===== config.mk =====
export PLATFORM = sky130hd
export DESIGN_NAME = ftdi_to_fifo_wr_ctrl
export DESIGN_NICKNAME = d
export VERILOG_FILES = /design/src/rtl/ftdi_to_fifo_wr_ctrl.sv
export SDC_FILE = /design/constraint.sdc
export NUM_CORES = 1
export LEC_CHECK = 0
export CAP_MARGIN = 20
export CORE_MARGIN = 10
export CORE_UTILIZATION = 30
export DETAILED_ROUTE_END_ITERATION = 8
export PLACE_DENSITY = 0.61
export RECOVER_POWER = 100
export SYNTH_ARGS = -nofsm -noshare
export SYNTH_HDL_FRONTEND = slang
export SYNTH_SLANG_ARGS = --single-unit

===== constraint.sdc =====
create_clock -name clk -period 3.1 [get_ports clk]
set_clock_uncertainty 0.2 [all_clocks]
set_input_delay 0.62 -clock clk [delete_from_list [all_inputs] [get_ports clk]]
set_output_delay 0.62 -clock clk [all_outputs]
set_load 0.03 [all_outputs]

===== src/rtl/ftdi_to_fifo_wr_ctrl.sv =====
// FTDI synchronous 245 FIFO receive controller: pulls bytes over RXF#/OE#/RD# into the RX FIFO.
// Optional statistics (rx_byte_cnt, rx_drop) are built when FTDI_RX_STAT_EN is defined.
module ftdi_to_fifo_wr_ctrl #(
  parameter int FIFO_DEPTH = 2048,
  parameter int HEADROOM   = 8,
  parameter int MAX_BURST  = 512
) (
  input  logic        clk,
  input  logic        rst_n,
  input  logic        ftdi_rxf_n,
  input  logic [7:0]  ftdi_data,
  output logic        ftdi_oe_n,
  output logic        ftdi_rd_n,
  input  logic        tx_busy,
  input  logic [10:0] fifo_usedw,
  input  logic        fifo_full,
  output logic        fifo_wrreq,
  output logic [7:0]  fifo_data,
  output logic        rx_active,
`ifdef FTDI_RX_STAT_EN
  output logic [31:0] rx_byte_cnt,
  output logic        rx_drop,
`endif
  output logic [1:0]  dbg_state
);

  localparam logic [11:0] HIGH_WATER = 12'(FIFO_DEPTH - HEADROOM);
  localparam logic [10:0] BURST_LAST = 11'(MAX_BURST);

  typedef enum logic [1:0] {
    IDLE    = 2'd0,
    OE      = 2'd1,
    READ    = 2'd2,
    RELEASE = 2'd3
  } state_t;

  state_t      state;
  state_t      state_next;
  logic [10:0] burst_cnt;
  logic [10:0] burst_inc;
  logic        room;
  logic        capture;
  logic        burst_done;
  logic        oe_n_next;
  logic        rd_n_next;
  logic        active_next;

  // A byte is on the bus whenever RD# is asserted (READ) and RXF# is low at the edge.
  assign room       = ({1'b0, fifo_usedw} < HIGH_WATER) && !fifo_full;
  assign capture    = (state == READ) && !ftdi_rxf_n;
  assign burst_inc  = burst_cnt + 11'd1;
  assign burst_done = capture && (burst_inc == BURST_LAST);
  assign dbg_state  = state;

  always_ff @(posedge clk or negedge rst_n) begin
    if (!rst_n) state <= IDLE;
    else        state <= state_next;
  end

  always_comb begin
    state_next = state;
    case (state)
      IDLE:    if (!ftdi_rxf_n && room && !tx_busy) state_next = OE;
      OE:      state_next = ftdi_rxf_n ? RELEASE : READ;
      READ:    if (ftdi_rxf_n || !room || burst_done) state_next = RELEASE;
      RELEASE: state_next = IDLE;
      default: state_next = IDLE;
    endcase
  end

  // Bus pins are decoded from the next state so they change together with the state register.
  always_comb begin
    oe_n_next   = 1'b1;
    rd_n_next   = 1'b1;
    active_next = 1'b0;
    case (state_next)
      OE:      begin oe_n_next = 1'b0; active_next = 1'b1; end
      READ:    begin oe_n_next = 1'b0; rd_n_next = 1'b0; active_next = 1'b1; end
      RELEASE: active_next = 1'b1;
      default: ;
    endcase
  end

  always_ff @(posedge clk or negedge rst_n) begin
    if (!rst_n) begin
      ftdi_oe_n  <= 1'b1;
      ftdi_rd_n  <= 1'b1;
      rx_active  <= 1'b0;
      fifo_wrreq <= 1'b0;
      fifo_data  <= 8'h00;
      burst_cnt  <= 11'd0;
    end else begin
      ftdi_oe_n  <= oe_n_next;
      ftdi_rd_n  <= rd_n_next;
      rx_active  <= active_next;
      fifo_wrreq <= capture && !fifo_full;
      if (capture) fifo_data <= ftdi_data;
      if (state == OE)  burst_cnt <= 11'd0;
      else if (capture) burst_cnt <= burst_inc;
    end
  end

`ifdef FTDI_RX_STAT_EN
  always_ff @(posedge clk or negedge rst_n) begin
    if (!rst_n) begin
      rx_byte_cnt <= 32'd0;
      rx_drop     <= 1'b0;
    end else begin
      if (fifo_wrreq)             rx_byte_cnt <= rx_byte_cnt + 32'd1;
      if (capture && fifo_full)   rx_drop     <= 1'b1;
    end
  end
`endif

endmodule


==> results of run 1 <==
per-stage QoR:
step / utilization / hold slack (ns) / worst slack, ns / instances / total power, µW
after floorplan: - / 0.124 / 0.764 / 137 / 905
after global placement: 0.414 / 0.260 / 0.496 / 219 / 1170
after CTS: 0.427 / 0.288 / 0.430 / 223 / 1410
after detailed placement: 0.414 / 0.262 / 0.454 / 219 / 1200
final: 0.421 / 0.273 / 0.339 / 223 / 1350
after global routing: 0.421 / 0.312 / 0.153 / 223 / 1470
placed cells by master, fill, tap and decap left out, types with 2 or more instances in the layout:
| cell | count |
|---|---|
| clkdlybuf4s50_1 | 18 |
| nand4_1 | 6 |
| nor3_1 | 3 |
| dfstp_2 | 2 |
| nor3b_1 | 2 |
| ha_1 | 7 |
| dlygate4sd3_1 | 16 |
| nand3_1 | 4 |
| o21ai_0 | 4 |
| a31oi_1 | 2 |
| inv_1 | 6 |
| clkbuf_8 | 3 |
| a21oi_1 | 3 |
| xor2_1 | 5 |
| nand2_1 | 31 |
| nor2_1 | 12 |
| xnor2_1 | 7 |
| dfrtp_1 | 23 |
| clkbuf_1 | 2 |
worst paths after layout:
| path | from | end | slack [ns] |
|---|---|---|---|
| min in group asynchronous | rst_n | dbg_state[1] | 0.54 |
| min | fifo_data[0] | fifo_data[0] | 0.27 |
| min reg2reg | fifo_data[0] | fifo_data[0] | 0.27 |
| max reg2reg | burst_cnt[0] | ftdi_oe_n | 0.34 |
| max in group asynchronous | rst_n | burst_cnt[5] | 1.09 |
| max | burst_cnt[0] | ftdi_oe_n | 0.34 |
critical path, cell delays in order (launching register included):
cell and delay [ns]:
dfrtp_1 0.49, ha_1 0.29, and2_0 0.19, nand4_1 0.21
or2_0 0.29, a2111oi_2 0.43, o211ai_1 0.22, ha_1 0.35
inv_1 0.05
kinds of logic after synthesis:
group / synth area share
xor gates and xnor gates: 0.0802
buffers and inverters: 0.0344
muxes: 0.00764
adders and majority gates: 0.0669
AOI/OAI and AO/OA: 0.0745
DFF: 0.479
and+or+nand+nor: 0.257
power breakdown:
part | internal [µW] | switching [µW] | total (µW) | leakage (µW)
clock | 94.3 | 114 | 209 | 0.0000261
combinational | 242 | 407 | 650 | 0.000418
sequential | 433 | 60.1 | 493 | 0.000321
total | 769 | 582 | 1350 | 0.000766
sequential cells by signal (all words and copies together) (netlist names):
name	flops
rx_active	1
ftdi_oe_n	1
dbg_state	2
fifo_data	8
burst_cnt	11
fifo_wrreq	1
ftdi_rd_n	1
routing by layer:
layer / wire (µm) / part of all wire
met4: 31 / 0.010
met5: 0 / 0
met2: 1640 / 0.53
met3: 162 / 0.052
met1: 1280 / 0.41
layout make-up:
type	instances	area, µm²
Inverter	6	22.5
Timing Repair Buffer	36	348
Fill cell	410	2380
Clock buffer	3	41.3
Sequential cell	25	628
Multi-Input combinational cell	102	621
Tap cell	50	62.6
Clock inverter	1	8.76
==> results.sh, run 1 <==
export IMPL_outcome="completed"
export IMPL_p_leak_uw=0.000766
export IMPL_synth_cells=137
export IMPL_die_w_um=86.1
export IMPL_ys_async_sr_fraction=1.00
export IMPL_first_iter_violations=75
export IMPL_overflow=0
export IMPL_clockBufferDepth=2
export IMPL_synth_top_area_cell="dfrtp_1"
export IMPL_rsz0062_at_grt="no"
export IMPL_clkTransAtPathRegs_ns=0.10
export IMPL_dr_pass1_iters=4
export IMPL_vias=1069
export IMPL_dieHeight_um=86.1
export IMPL_wire_per_inst_um=14.0
export IMPL_cts_hold_buf=0
export IMPL_max_freq_mhz=362
export IMPL_routed_wl_um=3110
export IMPL_synth_ff_type="dfrtp_1"
export IMPL_portBuffers=34
export IMPL_vdd_drop_max_mv=0.515
export IMPL_use_met1=0.0860
export IMPL_numCtsBuffers=3
export IMPL_post_cts_buffers=0
export IMPL_grt_use_total=0.0851
export IMPL_grt_max_degree=17
export IMPL_globalRouteMet3Util=0.0341
export IMPL_hp_class="reg2reg"
export IMPL_grt_pass1_wl_um=5200
export IMPL_antenna_left=0
export IMPL_min_period_over_period=0.891
export IMPL_drc=0
export IMPL_ys_seq_elements=25
export IMPL_finalSetupViolations=0
export IMPL_area_growth_pct=32.2
export IMPL_grt_util_met2=0.155
export IMPL_worstHoldPathCells=2
export IMPL_start_util=0.318
export IMPL_ys_types=34
export IMPL_busiest_layer="met2"
export IMPL_pin_count=38
export IMPL_p_per_area_nw_per_um2=780
export IMPL_gp_congestion=0.826
export IMPL_dpl_cell_area_um2=1710
export IMPL_synth_seq_area_share=0.479
export IMPL_ctsHtreeMaxLevel=1
export IMPL_core_um2=4120
export IMPL_ctsResizeCount=0
export IMPL_cp_end_kind="flop"
export IMPL_dieArea_um2=7410
export IMPL_hold_viol=0
export IMPL_n_antenna_cell=0
export IMPL_drive_gt1_frac=0.0520
export IMPL_synth_common_cells="nand2_1, dfrtp_1, nor2_1"
export IMPL_critPathMaxFanout=7
export IMPL_fin_area_um2=1730
export IMPL_worstMarginPinSlew_ns=0.789
export IMPL_synthDominantCellAreaShare=0.439
export IMPL_final_nets=205
export IMPL_dp_hpwl_um=2460
export IMPL_yosysMostFrequentCell="nand2_1"
export IMPL_synthTopCellsByArea="dfrtp_1, nand2_1, ha_1, xnor2_1, dfstp_2"
export IMPL_cts_tree="built"
export IMPL_crit_path_start_kind="flop"
export IMPL_maxCapViolCount=0
export IMPL_ys_warn_count=0
export IMPL_synth_avg_cell_area_um2=9.56
export IMPL_grt_pass1_vias=1123
export IMPL_clkLatencyLatePin_ns=0.28
export IMPL_fin_setup_tns_ns=0
export IMPL_via_per_inst=4.79
export IMPL_worstPathRequired_ns=3.13
export IMPL_rows=23
export IMPL_fin_crit_ns=2.76
export IMPL_rr_worst_depth=8
export IMPL_relSlewSlack=0.474
export IMPL_synth_fp_nets=168
export IMPL_syn_area_um2=1310
export IMPL_cts_root_buf="clkbuf_8"
export IMPL_clock_sinks=25
export IMPL_slew_viol_final=0
export IMPL_synth_edff_count=0
export IMPL_worstSetupPathType="reg2reg"
export IMPL_antenna_found_initial=0
export IMPL_arrival_ns=2.79
No activity file was read; power rests on OpenSTA's default activity.
==> inputs of run 2 (changes only) <==
- CORE_UTILIZATION: 30 -> 46
- PLACE_DENSITY: 0.61 -> 0.84
==> results.sh, run 2 (synthesized netlist as in run 1, its figures left out) <==
export IMPL_wire_per_inst_um=14.7
export IMPL_crit_path_start_kind="flop"
export IMPL_drive_gt1_frac=0.0520
export IMPL_slowest_delay_ns=0.50
export IMPL_crit_chain="ha_1 > and2_0 > nand4_4 > or2_0 > a2111oi_2 > o211ai_1 > ha_1 > inv_1"
export IMPL_dieArea_um2=5380
export IMPL_p_leak_uw=0.000771
export IMPL_critPathMaxFanout=7
export IMPL_finalPower_uw=1290
export IMPL_min_period_over_period=0.878
export IMPL_core_um2=2730
export IMPL_grt_pass1_wl_um=5050
export IMPL_routed_wl_um=3000
export IMPL_antenna_left=0
export IMPL_dieHeight_um=73.4
export IMPL_worstMarginPinSlew_ns=1.33
export IMPL_hold_viol=0
export IMPL_rows=19
export IMPL_arrival_ns=2.78
export IMPL_path_buf_inv=1
export IMPL_first_iter_violations=61
export IMPL_worstPathRequired_ns=3.16
export IMPL_worstSetupPathType="reg2reg"
export IMPL_dr_pass1_iters=4
export IMPL_die_w_um=73.4
export IMPL_hp_class="reg2reg"
export IMPL_crit_path_frequent_cell="ha_1"
export IMPL_vias=1082
export IMPL_relSlewSlack=0.113
export IMPL_grt_max_degree=26
export IMPL_start_util=0.479
export IMPL_via_per_inst=5.30
export IMPL_pin_count=38
export IMPL_clock_sinks=25
export IMPL_final_common_cell="nand2_1"
export IMPL_dp_hpwl_um=2350
export IMPL_largest_register="burst_cnt"
export IMPL_clkTransAtPathRegs_ns=0.13
export IMPL_p_per_area_nw_per_um2=756
export IMPL_ctsResizeCount=0
export IMPL_antenna_found_initial=0
export IMPL_min_from="fifo_data[1]"
export IMPL_post_cts_buffers=0
export IMPL_fill_cells=226
export IMPL_area_growth_pct=29.7
export IMPL_r2r_start="burst_cnt[0]"
export IMPL_cp_startpoint="burst_cnt[0]"
export IMPL_gp_congestion=0.881
export IMPL_grt_use_total=0.115
export IMPL_timing_hold_ws_ns=0.288
export IMPL_slew_viol_final=0
export IMPL_final_nets=205
export IMPL_rsz0062_at_grt="no"
export IMPL_n_antenna_cell=0
export IMPL_grt_pass1_vias=1120
export IMPL_portBuffers=34
export IMPL_cp_end_kind="flop"
export IMPL_outcome="completed"
export IMPL_most_common_layout_cells="nand2_1, dfrtp_1, clkdlybuf4s50_1, dlygate4sd3_1, nor2_1"
export IMPL_finalSetupViolations=0
export IMPL_largest_register_ff_count=11
export IMPL_clockBufferDepth=2
export IMPL_numCtsBuffers=3
export IMPL_clkLatencyLatePin_ns=0.31
export IMPL_crit_family="compound AO/OA/AOI/OAI gates"
export IMPL_max_freq_mhz=367
export IMPL_overflow=0
export IMPL_cts_tree="built"
export IMPL_fin_setup_tns_ns=0
export IMPL_drc=0
export IMPL_fin_crit_ns=2.72
export IMPL_maxCapViolCount=0
export IMPL_cts_hold_buf=0
export IMPL_vdd_drop_max_mv=0.689
export IMPL_cts_root_buf="clkbuf_4"
export IMPL_crit_path_top_delay_cell="dfrtp_1"
export IMPL_ctsHtreeMaxLevel=1
==> run 2: changes by cell type in the layout (fill, tap and decap cells not counted) <==
cell and change:
clkbuf_4 +3, clkbuf_8 -3, clkbuf_1 +1, inv_6 -1
nand4_1 -1, nand4_4 +1
==> run 2: per-stage QoR <==
step / instances / setup WS (ns) / instance area, µm² / utilization
2_1_floorplan: 137 / 0.764 / 1310 / -
3_3_place_gp: 200 / 0.513 / 1680 / 0.615
3_5_place_dp: 200 / 0.451 / 1680 / 0.615
4_1_cts: 204 / 0.437 / 1710 / 0.625
5_1_grt: 204 / 0.208 / 1700 / 0.622
6_report: 204 / 0.379 / 1700 / 0.622
==> run 2: layout make-up <==
class / instances / area (µm²) / share of cell area
Multi-Input combinational cell: 102 / 636 / 0.374
Inverter: 6 / 22.5 / 0.0133
Clock buffer: 4 / 26.3 / 0.0155
Tap cell: 31 / 38.8 / 0.0228
Timing Repair Buffer: 36 / 348 / 0.205
Sequential cell: 25 / 628 / 0.370
==> run 2: final timing paths <==
path,endpoint,cells after the start,slack (ns)
worst max-delay path,ftdi_oe_n,8,0.38
worst min-delay path,fifo_data[1],2,0.29
max in group asynchronous,dbg_state[0],2,1.00
worst min register to register,fifo_data[1],2,0.29
worst max register to register,ftdi_oe_n,8,0.38
min in group asynchronous,burst_cnt[2],2,0.92
==> run 2: where the power goes <==
| group | leakage, µW | total (µW) | switching [µW] | internal, µW |
|---|---|---|---|---|
| Clock | 0.0000150 | 141 | 90.7 | 50.2 |
| Sequential | 0.000321 | 492 | 59.5 | 432 |
| Combinational | 0.000435 | 653 | 411 | 242 |
| Total | 0.000771 | 1290 | 561 | 724 |
==> run 2: routing by layer <==
| metal | part of all wire | wire length (µm) | track usage |
|---|---|---|---|
| met1 | 0.39 | 1160 | 0.127 |
| met2 | 0.52 | 1570 | 0.195 |
| met3 | 0.079 | 237 | 0.0498 |
| met4 | 0.0097 | 29 | 0.0373 |
| met5 | 0 | 0 | 0 |
==> run 2: worst reg2reg max path: stages (launching register included) <==
cell,delay (ns)
dfrtp_1,0.50
ha_1,0.28
and2_0,0.24
nand4_4,0.15
or2_0,0.27
a2111oi_2,0.46
o211ai_1,0.21
ha_1,0.33
inv_1,0.06
==> inputs of run 3 (changes only) <==
- CTS_CLUSTER_SIZE: unset -> 20
==> results of run 3 <==
No change in the layout: final DEF, timing and power equal those of run 2.
